`src/rtl/riscv_ctrl_pkg.sv`:
```
// Types and constants shared by the fetch controller and the decode/execute stages.
package riscv_ctrl_pkg;

    localparam int REG_ADDR_W   = 5;
    localparam int DEFAULT_XLEN = 32;

    typedef enum logic [1:0] {
        RUN       = 2'd0,
        LU_STALL  = 2'd1,
        IMEM_WAIT = 2'd2,
        REDIRECT  = 2'd3
    } fsm_state_e;

    typedef struct packed {
        logic pc_stall;
        logic pc_load;
        logic imem_kill;
        logic if_id_stall;
        logic if_id_flush;
        logic id_ex_flush;
    } ctrl_t;

endpackage

```
`src/rtl/load_use_detect.sv`:
```
// Combinational load-use hazard compare between the EX load and the ID sources.
module load_use_detect
    import riscv_ctrl_pkg::*;
(
    input  logic                  ex_mem_read,
    input  logic [REG_ADDR_W-1:0] ex_rd,
    input  logic [REG_ADDR_W-1:0] id_rs1,
    input  logic [REG_ADDR_W-1:0] id_rs2,
    input  logic                  id_use_rs1,
    input  logic                  id_use_rs2,
    output logic                  lu
);

    // x0 is hardwired to zero, so a load targeting it never creates a hazard.
    assign lu = ex_mem_read && (ex_rd != '0) &&
                ((id_use_rs1 && (id_rs1 == ex_rd)) ||
                 (id_use_rs2 && (id_rs2 == ex_rd)));

endmodule

```
`src/rtl/fetch_hazard_ctrl.sv`:
```
// PC sequencing and IF/ID, ID/EX stall/flush control with saturating perf counters.
module fetch_hazard_ctrl
    import riscv_ctrl_pkg::*;
#(
    parameter int XLEN        = DEFAULT_XLEN,
    parameter int FLUSH_DEPTH = 2,
    parameter int CNT_W       = 16
) (
    input  logic                  clk,
    input  logic                  rst_n,
    input  logic                  imem_ready,
    input  logic [REG_ADDR_W-1:0] id_rs1,
    input  logic [REG_ADDR_W-1:0] id_rs2,
    input  logic                  id_use_rs1,
    input  logic                  id_use_rs2,
    input  logic                  ex_mem_read,
    input  logic [REG_ADDR_W-1:0] ex_rd,
    input  logic                  ex_branch_taken,
    input  logic [XLEN-1:0]       ex_pc,
    input  logic [XLEN-1:0]       ex_offset,
    output logic                  pc_stall,
    output logic                  pc_load,
    output logic [XLEN-1:0]       pc_target,
    output logic                  imem_kill,
    output logic                  if_id_stall,
    output logic                  if_id_flush,
    output logic                  id_ex_flush,
    output logic [1:0]            state_o,
    output logic [CNT_W-1:0]      stall_cnt,
    output logic [CNT_W-1:0]      redirect_cnt
);

    localparam int              FC_W    = (FLUSH_DEPTH > 1) ? $clog2(FLUSH_DEPTH) : 1;
    localparam logic [FC_W-1:0] FC_LOAD = FC_W'(FLUSH_DEPTH - 1);

    fsm_state_e       state_q, state_d;
    logic [FC_W-1:0]  flush_cnt_q, flush_cnt_d;
    logic [XLEN-1:0]  target_q, target_d;
    ctrl_t            ctrl_q, ctrl_d;
    logic [CNT_W-1:0] stall_cnt_q, stall_cnt_d;
    logic [CNT_W-1:0] redirect_cnt_q, redirect_cnt_d;
    logic             lu;
    logic             enter_redirect;

    load_use_detect u_load_use_detect (
        .ex_mem_read (ex_mem_read),
        .ex_rd       (ex_rd),
        .id_rs1      (id_rs1),
        .id_rs2      (id_rs2),
        .id_use_rs1  (id_use_rs1),
        .id_use_rs2  (id_use_rs2),
        .lu          (lu)
    );

    // NOTE: every always_comb output gets a default first so no path infers a latch.
    always_comb begin
        state_d        = state_q;
        flush_cnt_d    = flush_cnt_q;
        target_d       = target_q;
        enter_redirect = 1'b0;
        case (state_q)
            RUN: begin
                if (ex_branch_taken)  enter_redirect = 1'b1;
                else if (lu)          state_d = LU_STALL;
                else if (!imem_ready) state_d = IMEM_WAIT;
            end
            LU_STALL: begin
                if (ex_branch_taken)  enter_redirect = 1'b1;
                else if (!imem_ready) state_d = IMEM_WAIT;
                else                  state_d = RUN;
            end
            IMEM_WAIT: begin
                if (ex_branch_taken)  enter_redirect = 1'b1;
                else if (imem_ready)  state_d = RUN;
            end
            REDIRECT: begin
                // Branches and hazards seen here belong to squashed wrong-path slots.
                if (flush_cnt_q == '0) state_d = RUN;
                else                   flush_cnt_d = flush_cnt_q - 1'b1;
            end
            default: state_d = RUN;
        endcase
        if (enter_redirect) begin
            state_d     = REDIRECT;
            flush_cnt_d = FC_LOAD;
            target_d    = ex_pc + ex_offset;
        end
    end

    // Outputs are decoded from the next state and registered, so they are pure Moore.
    always_comb begin
        ctrl_d = '0;
        case (state_d)
            LU_STALL: begin
                ctrl_d.pc_stall    = 1'b1;
                ctrl_d.if_id_stall = 1'b1;
                ctrl_d.id_ex_flush = 1'b1;
            end
            IMEM_WAIT: begin
                ctrl_d.pc_stall    = 1'b1;
                ctrl_d.if_id_flush = 1'b1;
            end
            REDIRECT: begin
                ctrl_d.pc_load     = enter_redirect;
                ctrl_d.imem_kill   = enter_redirect;
                ctrl_d.if_id_flush = 1'b1;
                ctrl_d.id_ex_flush = 1'b1;
            end
            default: ;
        endcase
        stall_cnt_d    = (ctrl_d.pc_stall && (stall_cnt_q != '1)) ? stall_cnt_q + 1'b1 : stall_cnt_q;
        redirect_cnt_d = (enter_redirect && (redirect_cnt_q != '1)) ? redirect_cnt_q + 1'b1
                                                                    : redirect_cnt_q;
    end

    // NOTE: sequential state uses non-blocking assignments only, so flops update together.
    always_ff @(posedge clk or negedge rst_n) begin
        if (!rst_n) begin
            state_q        <= RUN;
            flush_cnt_q    <= '0;
            target_q       <= '0;
            ctrl_q         <= '0;
            stall_cnt_q    <= '0;
            redirect_cnt_q <= '0;
        end else begin
            state_q        <= state_d;
            flush_cnt_q    <= flush_cnt_d;
            target_q       <= target_d;
            ctrl_q         <= ctrl_d;
            stall_cnt_q    <= stall_cnt_d;
            redirect_cnt_q <= redirect_cnt_d;
        end
    end

    assign pc_stall     = ctrl_q.pc_stall;
    assign pc_load      = ctrl_q.pc_load;
    assign imem_kill    = ctrl_q.imem_kill;
    assign if_id_stall  = ctrl_q.if_id_stall;
    assign if_id_flush  = ctrl_q.if_id_flush;
    assign id_ex_flush  = ctrl_q.id_ex_flush;
    assign pc_target    = target_q;
    assign state_o      = state_q;
    assign stall_cnt    = stall_cnt_q;
    assign redirect_cnt = redirect_cnt_q;

endmodule

```
`config.mk`:
```
export PLATFORM = sky130hd
export DESIGN_NAME = fetch_hazard_ctrl
export DESIGN_NICKNAME = d
export VERILOG_FILES = /design/src/rtl/riscv_ctrl_pkg.sv /design/src/rtl/load_use_detect.sv /design/src/rtl/fetch_hazard_ctrl.sv
export SDC_FILE = /design/constraint.sdc
export NUM_CORES = 1
export LEC_CHECK = 0
export CAP_MARGIN = 20
export CORE_MARGIN = 2
export CORE_UTILIZATION = 51
export DETAILED_ROUTE_END_ITERATION = 10
export PLACE_DENSITY = 0.87
export SLEW_MARGIN = 15
export SYNTH_ARGS = -nofsm -noshare
export SYNTH_HDL_FRONTEND = slang
export SYNTH_SLANG_ARGS = --single-unit
```
`constraint.sdc`:
```
create_clock -name clk -period 3.15 [get_ports clk]
set_input_delay 0.945 -clock clk [delete_from_list [all_inputs] [get_ports clk]]
set_output_delay 0.945 -clock clk [all_outputs]
set_load 0.01 [all_outputs]
```
# == Word level (Yosys, flattened, before mapping) ==
# Index checks and enable logic that the tools add are counted.
# op_classes
eq_ne,10
n_addsub,4
mux,20
n_reduce_logical,14
# op_table
operator,count
adder 16 x 1 -> 16 bit (second input constant),2
adder 32 bit,1
inequality test 16 bit (second input constant),2
2-to-1 mux 2 bit,10
== test 5 bit,2
2-to-1 mux 1 bit,9
== test 2 bit (second input constant),4
case mux 2 bit (4 select lines),1
logical AND 1 bit,6
OR reduction 2 bit,3
nonzero test 5 bit,1
== test 2 x 1 -> 1 bit (second input constant),2
OR reduction 3 bit,1
zero test 2 bit,1
nonzero test 2 bit,1
logical OR 1 bit,1
subtractor 1 bit (second input constant),1
# totals
inputBits,86
output_inout_bits,72
register_bits,73
elab_cells,59

# == Longest topological paths before layout ==
# Gate-level depths: netlist of run 1.
# depth
ltp_word,12
depth_mapped,14
depth_no_buf,14

# == Cells and area by module ==
# Synthesis of run 1 repeated with hierarchy kept, for this count alone.
# hier_totals
cells_unflattened,532
hier_area_um2,4839.6
# by_module_without_submodules
module,area_per_inst_um2,instances,cells_each,seq_area_each_um2
fetch_hazard_ctrl,4705.8,1,515,1776.7
load_use_detect,133.9,1,17,0.0

# == Worst setup path before layout of run 1 ==
# OpenSTA, ideal clock, no wires.
# synth_timing
path_type,input -> register
startpoint,input ex_rd[0]
endpoint,register stall_cnt_q[14] (netlist: stall_cnt[14])
n_path_buf,0
t_arrival_ns,3.126
t_required_ns,3.023
setup_time_ns,0.127
cell_stages,13
path_slack_ns,-0.103
cell_sequence,or4_1 -> nor2_1 -> nor3b_1 -> a21oi_1 -> nor2_1 -> a311oi_1 -> ha_1 -> inv_1 -> and3_1 -> nand2_1 -> nor2_1 -> nand3_1 -> xnor2_1
# synth_lines
element,line_no,source
from (decl),fetch_hazard_ctrl.sv:17,"input logic [REG_ADDR_W-1:0] ex_rd,"
to (signal assigned),fetch_hazard_ctrl.sv:130,stall_cnt_q <= stall_cnt_d;
to (decl),fetch_hazard_ctrl.sv:40,"logic [CNT_W-1:0] stall_cnt_q, stall_cnt_d;"

==> metrics, run 1 <==
status=finished, violations left; failing checks=setup timing; H-tree depth=3; Worst Path Required=3.39 ns; WHS Path Cells=2; fin crit period=3.247 ns; Async SR Flop Fraction=100.0%; post-route ant nets=0; period utilization=103.1%; Post-DP Area=0.007108 mm²; CTS root buf=clkbuf_8; Critical Path Start=ex_rd[3]; Worst Tran Pin Value=0.6218 ns; Cell Int Power=0.003003 W; Total Die Area=0.01039 mm²; first-pass GRT wire length=23.52 mm; Final Hold Fails=0; ANT cells=0; via count of the first global-routing pass=5200; gr ovfl total=0; Initial DRC Count=206; Hold Crit Start=pc_target[1]; syn nets=677; Clock Power Share=17.8%; worst min path class=register to register; TritonCTS buffer count=9; CP peak stage delay=0.53 ns; delay-heaviest family, CP=simple AND/OR/NAND/NOR gates; crit end category=register; initial antenna violation count=0; clock transition at the registers of the reported paths=0.09 ns; CTS tree=yes; Slowest cell on crit path=or4_1; layout cell share with drive strength beyond 1=18.55%; switching share of total power=37.44%; row cnt=35; Primary FF master, synth=dfrtp_1; synthesis-to-finish area growth=54.03%; P_sw=0.001797 W; IO Count=158; slack of the critical path=-0.09653 ns; R2R depth=11; GRT Util Overall=28.51%; Combinational Power Share=50.1%; largest net degree at the start of global routing=66; die height=101.9 µm; Cells after DPL=892; Setup-failing EPs final=4; Vias/cell=5.660; Ys Warns=0; DR vias=5185; RSZ-0062 raised after global routing=yes; RR Endpoint=stall_cnt[14]; fin. max-slew vios=0; CTS Hold Bufs=0; reg-to-reg startpoint=id_ex_flush; relative slew slack=58.54%; Finished Layout Cells=916; WP buf/inv=2; Initial Util=52.68%; Die W=101.9 µm; average wire per standard cell=16.59 µm; Final Cell Area=0.007533 mm²; register share of total power=32.1%; skew final=0.01214 ns; Max Freq=0.3080 GHz; flops & latches, synth=71; Max Cap Violations=0; Pwr Density=637.2 mW/mm²; Pleak=3.284 nW; Clk Latency, worst-skew pair=0.35 ns; core area=0.009284 mm²; CTS max path bufs=2; DRC Markers=0; routability cong.=0.8940; DP HPWL=11.38 mm; Seq/Total Area, Yosys=36.33%; cell area after synthesis=0.004891 mm²; cell mode on critical path=nor2_4; TritonRoute pass-1 iters=5; Total Nets Final=905; worst-path fanout max=4; reg-to-reg setup timing slack=0.76 ns; setup TNS=-0.1777 ns; crit path cell chain=clkbuf_2, or4_1, nor2_1, nor3b_2, a21oi_2, nor2_4, a311oi_4, ha_4, inv_2, and3_4, nand2_4, nor2_4, nand3_2, xnor2_2; CP arrival=3.49 ns; Worst VDD drop=0.3849 mV; clock sinks=71; critical path startpoint category=input pin; Netlist cell types=58; final wirelength=15.20 mm; syn_area_per_cell=8.828 µm²; input/output buffers=157; Worst Hold Path EP=pc_target[1]; crit path kind=input pin to register; Mapped Cells=554; Post-synth EDFFs=0
-- layer usage --
layer / vias to the layer above / wire length, µm / track usage (%) / part of all wire (%)
met5: - / 0 / 0 / 0
met4: 0 / 366 / 10.67 / 2.4
met2: 221 / 7869 / 52.23 / 52
li1: 2461 / - / - / -
met1: 2466 / 5860 / 32.51 / 39
met3: 37 / 1104 / 6.088 / 7.3
-- what timing repair did --
action,in CTS,in global routing
gates cloned,0,0
endpoints found under the hold margin,0,0
gates resized for setup,16,32
setup buffers,4,4
setup endpoints to repair,30,31
pin swaps,10,22
-- flip-flops by register name (all words and copies together), names as in the netlist --
register      count
flush_cnt_q       1
pc_stall          1
redirect_cnt     16
if_id_stall       1
imem_kill         1
if_id_flush       1
stall_cnt        16
pc_target        32
state_o           1
id_ex_flush       1
-- power groups by stage --
stage	clock network, W	logic, W	registers [W]
detailed placement	0	0.00225	0.00153
CTS	0.000862	0.00235	0.00153
floorplan	0	0.000910	0.00163
global placement	0	0.00218	0.00152
global route	0.000902	0.00261	0.00159
finish	0.000852	0.00240	0.00154
-- logic make-up after synthesis --
logic type / after synthesis / synth area share (%)
simple gates: 207 / 20.52
compound gates: 147 / 19.80
flops: 71 / 36.33
xor+xnor: 57 / 10.21
fa+ha+maj: 37 / 9.619
buf+inv: 30 / 2.456
mux: 5 / 1.074
-- cell usage after synthesis, drive strengths merged, types with 2 or more instances --
library cell / n / area share (%)
inv: 11 / 0.84
nor2: 34 / 2.6
and3: 12 / 1.5
xor2: 15 / 2.7
o21ai: 45 / 4.6
a31oi: 4 / 0.51
ha: 36 / 9.2
nor2b: 4 / 0.51
nand4: 20 / 2.6
dfrtp: 71 / 36
a211oi: 4 / 0.61
or2: 4 / 0.51
mux2: 2 / 0.46
a21o: 7 / 1.1
nand2b: 2 / 0.26
o21bai: 3 / 0.54
clkbuf: 14 / 1.1
nor3: 10 / 1.0
a21boi: 5 / 0.77
and4: 3 / 0.64
or3: 5 / 0.64
a41oi: 2 / 0.51
o2111ai: 4 / 0.72
nand2: 81 / 6.2
mux2i: 3 / 0.61
o21ba: 2 / 0.41
nand3: 21 / 2.1
o21a: 6 / 0.92
a21oi: 42 / 4.5
a2111oi: 2 / 0.74
or4: 3 / 0.46
and2: 6 / 0.82
o211ai: 6 / 0.92
xnor2: 42 / 7.5
buf: 5 / 0.54
o31ai: 5 / 0.87
-- metrics by stage --
stage,power [W],hold WS (ns),worst slack (ns),utilization (%)
final,0.004800,0.4781,-0.09653,81.15
after global routing,0.005093,0.5170,-0.1582,81.15
after CTS,0.004735,0.4828,0.005690,79.95
after detailed placement,0.003785,0.4625,-0.6426,76.56
after global placement,0.003693,0.4631,-0.5592,76.56
after floorplan,0.002541,0.4893,-0.02229,-
-- layout by cell type (no fill, tap or decap), types with 5 or more instances in the layout --
cell type / instances
clkdlybuf4s50_1: 146
a21boi_0: 5
nor3_1: 8
nand2_1: 78
nor2_1: 32
o211ai_1: 6
xnor2_1: 40
buf_4: 78
inv_1: 10
dlymetal6s2s_1: 5
clkbuf_8: 9
or3_1: 5
nand3_1: 19
dfrtp_1: 71
nand4_1: 20
and2_1: 5
ha_1: 34
and3_1: 10
a21o_1: 7
o21ai_0: 39
a21oi_1: 38
o21a_1: 6
xor2_1: 15
-- worst min-delay path, cell delays in order, from the launching register on --
cell and delay [ns]:
dfrtp_1 0.35, nand2_1 0.05, nand2_1 0.05
-- cell type report --
cell class,instances,area (µm²)
multi-input cells,453,3162
repair buffers,236,2163
flip-flops and latches,71,1777
fillers,589,1750
well taps,129,161.4
clock buffers,9,123.9
clock inverters,7,105.1
inverters,11,41.29
-- how the worst max path moves through the flow --
stage | to | slack [ns] | cells past startpoint
floorplan | stall_cnt[14] | -0.02 | 13
global placement | stall_cnt[14] | -0.56 | 14
detailed placement | stall_cnt[14] | -0.64 | 15
CTS | pc_target[24] | 0.006 | 11
global route | stall_cnt[14] | -0.16 | 14
finish | stall_cnt[14] | -0.1 | 14
Note: power is estimated with default switching activity, not from simulation.
==> run 2, diff against run 1 <==
==> constraint.sdc (replaced) <==
create_clock -name clk -period 3.15 [get_ports clk]
set_input_delay 0.945 -clock clk [delete_from_list [all_inputs] [get_ports clk]]
set_output_delay 0.945 -clock clk [all_outputs]
set_load 0.005 [all_outputs]
==> metrics, run 2 (synthesis results as in run 1) <==
status=finished, final reports clean; DR vias=5275 (+1.7%); Total Die Area=0.01039 mm² (unchanged); Max Cap Violations=0 (unchanged); fin crit period=3.128 ns (-0.1186 ns); first-pass GRT wire length=24.34 mm (+3.5%); Cells after DPL=889 (-0.34%); Finished Core Util=81.11% (about the same); final wirelength=15.69 mm (+3.2%); IO Count=158 (unchanged); CP arrival=3.42 ns (-0.07 ns); max FFs per register=32 (unchanged); DRC Markers=0 (unchanged); row cnt=35 (unchanged); initial antenna violation count=0 (unchanged); Die W=101.9 µm (unchanged); clock transition at the registers of the reported paths=0.09 ns (about the same); Finished Layout Cells=914 (-0.22%); Hold Crit Start=pc_target[1]; Max Freq=0.3197 GHz (+3.8%); Vias/cell=5.771 (+2.0%); DP HPWL=11.50 mm (+1.1%); crit path cell chain=clkdlybuf4s50_1, fa_2, a211oi_2, o21bai_2, a21oi_4, buf_6, o41ai_4, a21oi_2, or4_4, nand3_2; core area=0.009284 mm² (unchanged); CTS tree=yes; CTS max path bufs=2 (unchanged); CTS root buf=clkbuf_8; reg-to-reg startpoint=id_ex_flush; worst-path fanout max=5 (+1); worst min path class=register to register; skew final=0.01280 ns (+0.0006610 ns); Pwr Density=603.1 mW/mm² (-5.4%); gr ovfl total=0 (unchanged); Clk Latency, worst-skew pair=0.36 ns (about the same); RR Endpoint=stall_cnt[8]; largest net degree at the start of global routing=72 (+9.1%); WHS Path Cells=2 (unchanged); routability cong.=0.9207 (+3.0%); Initial Util=52.68% (unchanged); Total Nets Final=903 (-0.22%); Final Hold Fails=0 (unchanged); TritonRoute pass-1 iters=5 (unchanged); Slowest cell on crit path=or4_4; relative slew slack=67.23% (+8.7 points); die height=101.9 µm (unchanged); crit end category=register; Final Cell Area=0.007530 mm² (about the same); WP buf/inv=2 (unchanged); reg-to-reg setup timing slack=0.86 ns (+0.10 ns); H-tree depth=3 (unchanged); post-route ant nets=0 (unchanged); ANT cells=0 (unchanged); TritonCTS buffer count=9 (unchanged); most frequent cells in the layout=144 x clkdlybuf4s50_1, 78 x nand2_1, 75 x buf_4; average wire per standard cell=17.17 µm (+3.4%); GRT Util Overall=29.47% (+0.97 points); synthesis-to-finish area growth=53.95% (about the same); total power=0.004541 W (-5.4%); via count of the first global-routing pass=5118 (-1.6%); R2R depth=12 (+1); delay-heaviest family, CP=compound AO/OA/AOI/OAI gates; Setup-failing EPs final=0 (-4); period utilization=99.30% (-3.8 points); CP peak stage delay=0.55 ns (+0.02 ns); critical path startpoint category=input pin; Pleak=3.267 nW (-0.53%); Worst Path Required=3.44 ns (+0.05 ns); hold slack=0.4917 ns (+0.01358 ns); Worst VDD drop=0.3355 mV (-13%); Initial DRC Count=272 (+32%); commonest non-fill, non-tap cell in the layout=clkdlybuf4s50_1; Post-DP Area=0.007086 mm² (-0.32%); layout cell share with drive strength beyond 1=19.24% (+0.68 points); input/output buffers=157 (unchanged); fin. max-slew vios=0 (unchanged); crit path kind=input pin to register; Worst Tran Pin Value=0.4898 ns (-0.1320 ns); Worst Hold Path EP=pc_target[1]; clock sinks=71 (unchanged)
## run 2: cell count changes in the layout (fill, tap and decap cells not counted), sizes merged
cell | before | now
bufinv | 2 | 0
clkbuf | 13 | 11
clkdlybuf4s50 | 146 | 144
clkinv | 2 | 3
dlymetal6s2s | 5 | 8
## run 2: worst max path at each step
stage	start	to	slack, ns	cells after the start
5_1_grt	ex_offset[8]	pc_target[24]	-0.05	11
4_1_cts	ex_rd[0]	stall_cnt[15]	0.001	12
3_5_place_dp	ex_rd[4]	stall_cnt[8]	-0.69	14
3_3_place_gp	ex_rd[4]	stall_cnt[14]	-0.62	14
6_report	ex_offset[1]	pc_target[22]	0.02	10
2_1_floorplan	ex_rd[4]	stall_cnt[14]	-0.009	13
## run 2: final cells by class
cell class                      count  area [µm²]
Tap cell                          129       161.4
Timing Repair Buffer              234        2165
Inverter                           11       41.29
Clock buffer                       10       137.6
Multi-Input combinational cell    453        3204
Sequential cell                    71        1777
Fill cell                         599        1754
Clock inverter                      6       43.79
## run 2: what timing repair did
| action | CTS | global route |
|---|---|---|
| setup endpoints to repair | 28 | 30 |
| setup buffers | 2 | 7 |
| gates resized for setup | 21 | 39 |
| pin swaps | 15 | 20 |
| hold buffers | 0 | 0 |
## run 2: metrics by stage
stage,setup slack [ns],TNS [ns]
6_report,0.02212,0
5_1_grt,-0.05052,-0.1070
4_1_cts,0.001259,0
3_5_place_dp,-0.6892,-17.53
3_3_place_gp,-0.6176,-14.48
2_1_floorplan,-0.009326,-0.009326
## run 2: worst reg2reg max path: cells and delay by family (launching register included)
kind	cells	cell delay (ns)
AND/OR/NAND/NOR	6	0.89
buffers and inverters	1	0.05
adder cells (fa/ha/maj)	1	0.27
XOR/XNOR	1	0.14
AO/OA/AOI/OAI	3	0.32
flip-flops	1	0.48
## run 2: power breakdown
group / total [W] / leakage (nW) / internal [W] / switching, W
Combinational: 0.00230 / 2.29 / 0.00129 / 0.00101
Sequential: 0.00155 / 0.885 / 0.00124 / 0.000306
Clock: 0.000696 / 0.0930 / 0.000312 / 0.000385
Total: 0.00454 / 3.27 / 0.00284 / 0.00170
## run 2: routing by layer
layer  vias up  GRT usage [%]  routed length (µm)  share of wire [%]
met4         0          7.897                 341                2.2
met1      2525          36.19                6096                 39
met2       257          52.83                8055                 51
met5         -              0                   0                  0
li1       2461              -                   -                  -
met3        32          5.951                1197                7.6
==> RTL change 1, RTL diff (settings of run 1) <==
Change the package constant `DEFAULT_XLEN` from 32 to 64.
--- a/src/rtl/riscv_ctrl_pkg.sv
+++ b/src/rtl/riscv_ctrl_pkg.sv
@@ -2,7 +2,7 @@
 package riscv_ctrl_pkg;
 
     localparam int REG_ADDR_W   = 5;
-    localparam int DEFAULT_XLEN = 32;
+    localparam int DEFAULT_XLEN = 64;
 
     typedef enum logic [1:0] {
         RUN       = 2'd0,
Ports: changed (resized ex_offset, ex_pc and pc_target); port bits go from 158 to 254. No check against the original RTL was run, so the function may have changed too.
==> RTL change 1 against run 1 <==
  * The run now fails in global routing (5_1_grt)
  * Synthesized cell count up 70%
  * Synthesized area up 61%
==> RTL change 1: results (changes against run 1) <==
Status
  • Outcome: stopped before the end
  • Stopped at: global routing (5_1_grt)
  • Tool error: [ERROR GRT-0232] Routing congestion too high. Check the congestion heatmap in the GUI.

Clocking
  • TritonCTS buffer count: 9 (unchanged)
  • Root Buffer: clkbuf_16
  • H-tree level count: 3 (unchanged)
  • Longest Clk Path Bufs: 2 (unchanged)

Place
  • GP Congestion: 0.933 (+4.3%)
  • Port Buffers: 253 (+61%)
  • Placement Cell Area: 0.0126 sq mm (+77%)
  • Placed Instances: 1,571 (+76%)
  • Detailed Place HPWL: 23.0 mm (+100%)

Global route
  • Largest net degree at the start of global routing: 116
  • Total grt overflow: 6
  • All-layer global routing usage: 70.4%

Synthesis
  • Yosys cell types: 65 (+12%)
  • Syn Nets: 1,160 (+71%)
  • Synth area leaders: dfrtp_1 33%, ha_1 11%, nand2_1 6.5%
  • Async set-reset flop share out of synthesis: 100% (unchanged)
  • Seq/Total Area, Yosys: 32.7% (-3.6 points)
  • Syn. warnings: 0 (unchanged)
  • Yosys reg bits: 103 (+45%)
  • Commonest cells post-synth: 136 x nand2_1, 103 x dfrtp_1, 87 x a21oi_1
  • Syn_area_per_cell: 8.38 sq um (-5.1%)

STA
  • GRT repair_timing worst endpoint: stall_cnt[15]$_DFFE_PN0P_/D
  • Worst EP Category: register input
==> RTL change 1: per-stage QoR <==
step	setup slack (ps)	utilization [%]	TNS, ps
3_5_place_dp	-986	83.0	-44130
4_1_cts	-153	90.8	-1130
2_1_floorplan	-300	-	-1920
3_3_place_gp	-868	83.0	-38180
==> RTL change 1: kinds of logic after synthesis <==
kind of cell	after synthesis	share of synthesized area, %
buffers and inverters	73	3.68
xor gates and xnor gates	89	9.88
adders and majority gates	69	11.0
muxes	5	0.698
DFF	103	32.7
and+or+nand+nor	301	18.0
AOI/OAI and AO/OA	301	24.0
==> RTL change 1: repair_timing <==
action	in CTS
pin swaps	131
hold buffers	0
resized for setup	387
setup endpoints to repair	60
buffers inserted	37
cloned	0
==> RTL change 1: routing by layer <==
metal,GRT overflow,track usage [%]
met1,0,68.3
met2,3,91.4
met3,0,52.4
met4,3,73.3
met5,0,8.82
==> RTL change 2, RTL diff (flow settings as in run 1) <==
Without the edit above. Put one more register stage on the output `redirect_cnt`, with the module's reset. The value now appears one clock later. The other outputs are not delayed to match.
--- a/src/rtl/fetch_hazard_ctrl.sv
+++ b/src/rtl/fetch_hazard_ctrl.sv
@@ -141,7 +141,13 @@
     assign pc_target    = target_q;
     assign state_o      = state_q;
     assign stall_cnt    = stall_cnt_q;
-    assign redirect_cnt = redirect_cnt_q;
+    always_ff @(posedge clk or negedge rst_n) begin
+        if (!rst_n) begin
+            redirect_cnt <= '0;
+        end else begin
+            redirect_cnt <= redirect_cnt_q;
+        end
+    end
 
 endmodule
 
Check against the original RTL: not equivalent (Yosys sat finds a counterexample within 4 cycles, from zero or initial values and one cycle with rst_n low).
==> RTL change 2 against run 1 <==
  * The flow still finishes with violations (setup timing)
  * Worst setup slack got worse by 300 ps
  * Non-clock buffer count grew 7
  * Clock skew barely moved
  * Final cell count down 0.76%
  * Sequential cell count rose by 16
  * Hold slack got worse by 26 ps
  * Die area is 7.1% higher
  * Design area increased by 5.7%
  * Total power up 8.4%
  * Synthesized area increased by 7.4%
  * Global-route usage shrank 0.91 points
  * Routed wire length grew 13%
  * Critical endpoint is now stall_cnt[13]
  * Largest cell class unchanged
==> RTL change 2: results (changes against run 1) <==
Synthesis
  • Area share of fa/ha/maj cells after synthesis: 8.95% (-0.67 points)
  • Syn Nets: 656 (-3.1%)
  • Mapped Cells: 533 (-3.8%)
  • Post-synthesis mux area share: 0.619% (-0.46 points)
  • Post-synthesis compound-gate area fraction: 19.1% (-0.66 points)

Pwr
  • Gate power share: 47.4% (-2.7 points)
  • Flop+latch power: 1.82 mW (+18%)
  • Switching share of total power: 37.1% (-0.36 points)
  • Leakage power total: 3.53 nW (+7.4%)

Global route
  • Met1 GRT Util: 29.9% (-2.6 points)
  • All-layer global routing usage: 27.6% (-0.91 points)
  • Largest net degree at the start of global routing: 65 (-1.5%)

Cells and area
  • Final Net Count: 891 (-1.5%)
  • Layout cells sized above 1: 22.0% (+3.4 points)

STA
  • Slew headroom: 60.4% (+1.9 points)
  • Setup Viol. Count Final: 15 (+11)
  • Worst Setup Slack, final: -393 ps (-297 ps)
  • Clk_skew: 12.1 ps (-0.0598 ps)

Status
  • Failing checks: setup timing
  • Outcome: finished, violations left

Clocking
  • PostCTS Resize Cnt: 39 (+23)
  • Clock Latency Late Sink: 370 ps (+20 ps)

Worst setup path
  • Critical Path Fanout Max: 3 (-1)
  • Reg2Reg Setup Slack: 430 ps (-330 ps)
  • Critical path arrival: 3830 ps (+340 ps)

Min path
  • WHS Path Cells: 0 (-2)
## RTL change 2: cell count changes after synthesis, sizes merged, moves of 6 or more
cell | before | now
a21o | 7 | 17
and3 | 12 | 6
dfrtp | 71 | 87
nand2 | 81 | 71
nand3 | 21 | 14
nor2 | 34 | 24
## RTL change 2: critical path, stage by stage
cell,delay (ps)
dlygate4sd2_1,270
xnor2_1,260
nand2_1,200
o22ai_4,220
o2111ai_4,160
a21oi_2,200
o211ai_1,130
o21a_1,190
ha_4,240
a31oi_4,150
nand4_1,170
nor2_2,200
buf_6,140
buf_4,110
nand2_2,50
xnor2_1,190
## RTL change 2: layout make-up
type / instances / area, sq um
multi-input combinational: 413 / 3120
fill: 615 / 2220
timing repair buffer: 243 / 2210
sequential: 87 / 2180
tap: 136 / 170
clock buffer: 10 / 138
clock inverter: 6 / 97.6
inverter: 14 / 52.6
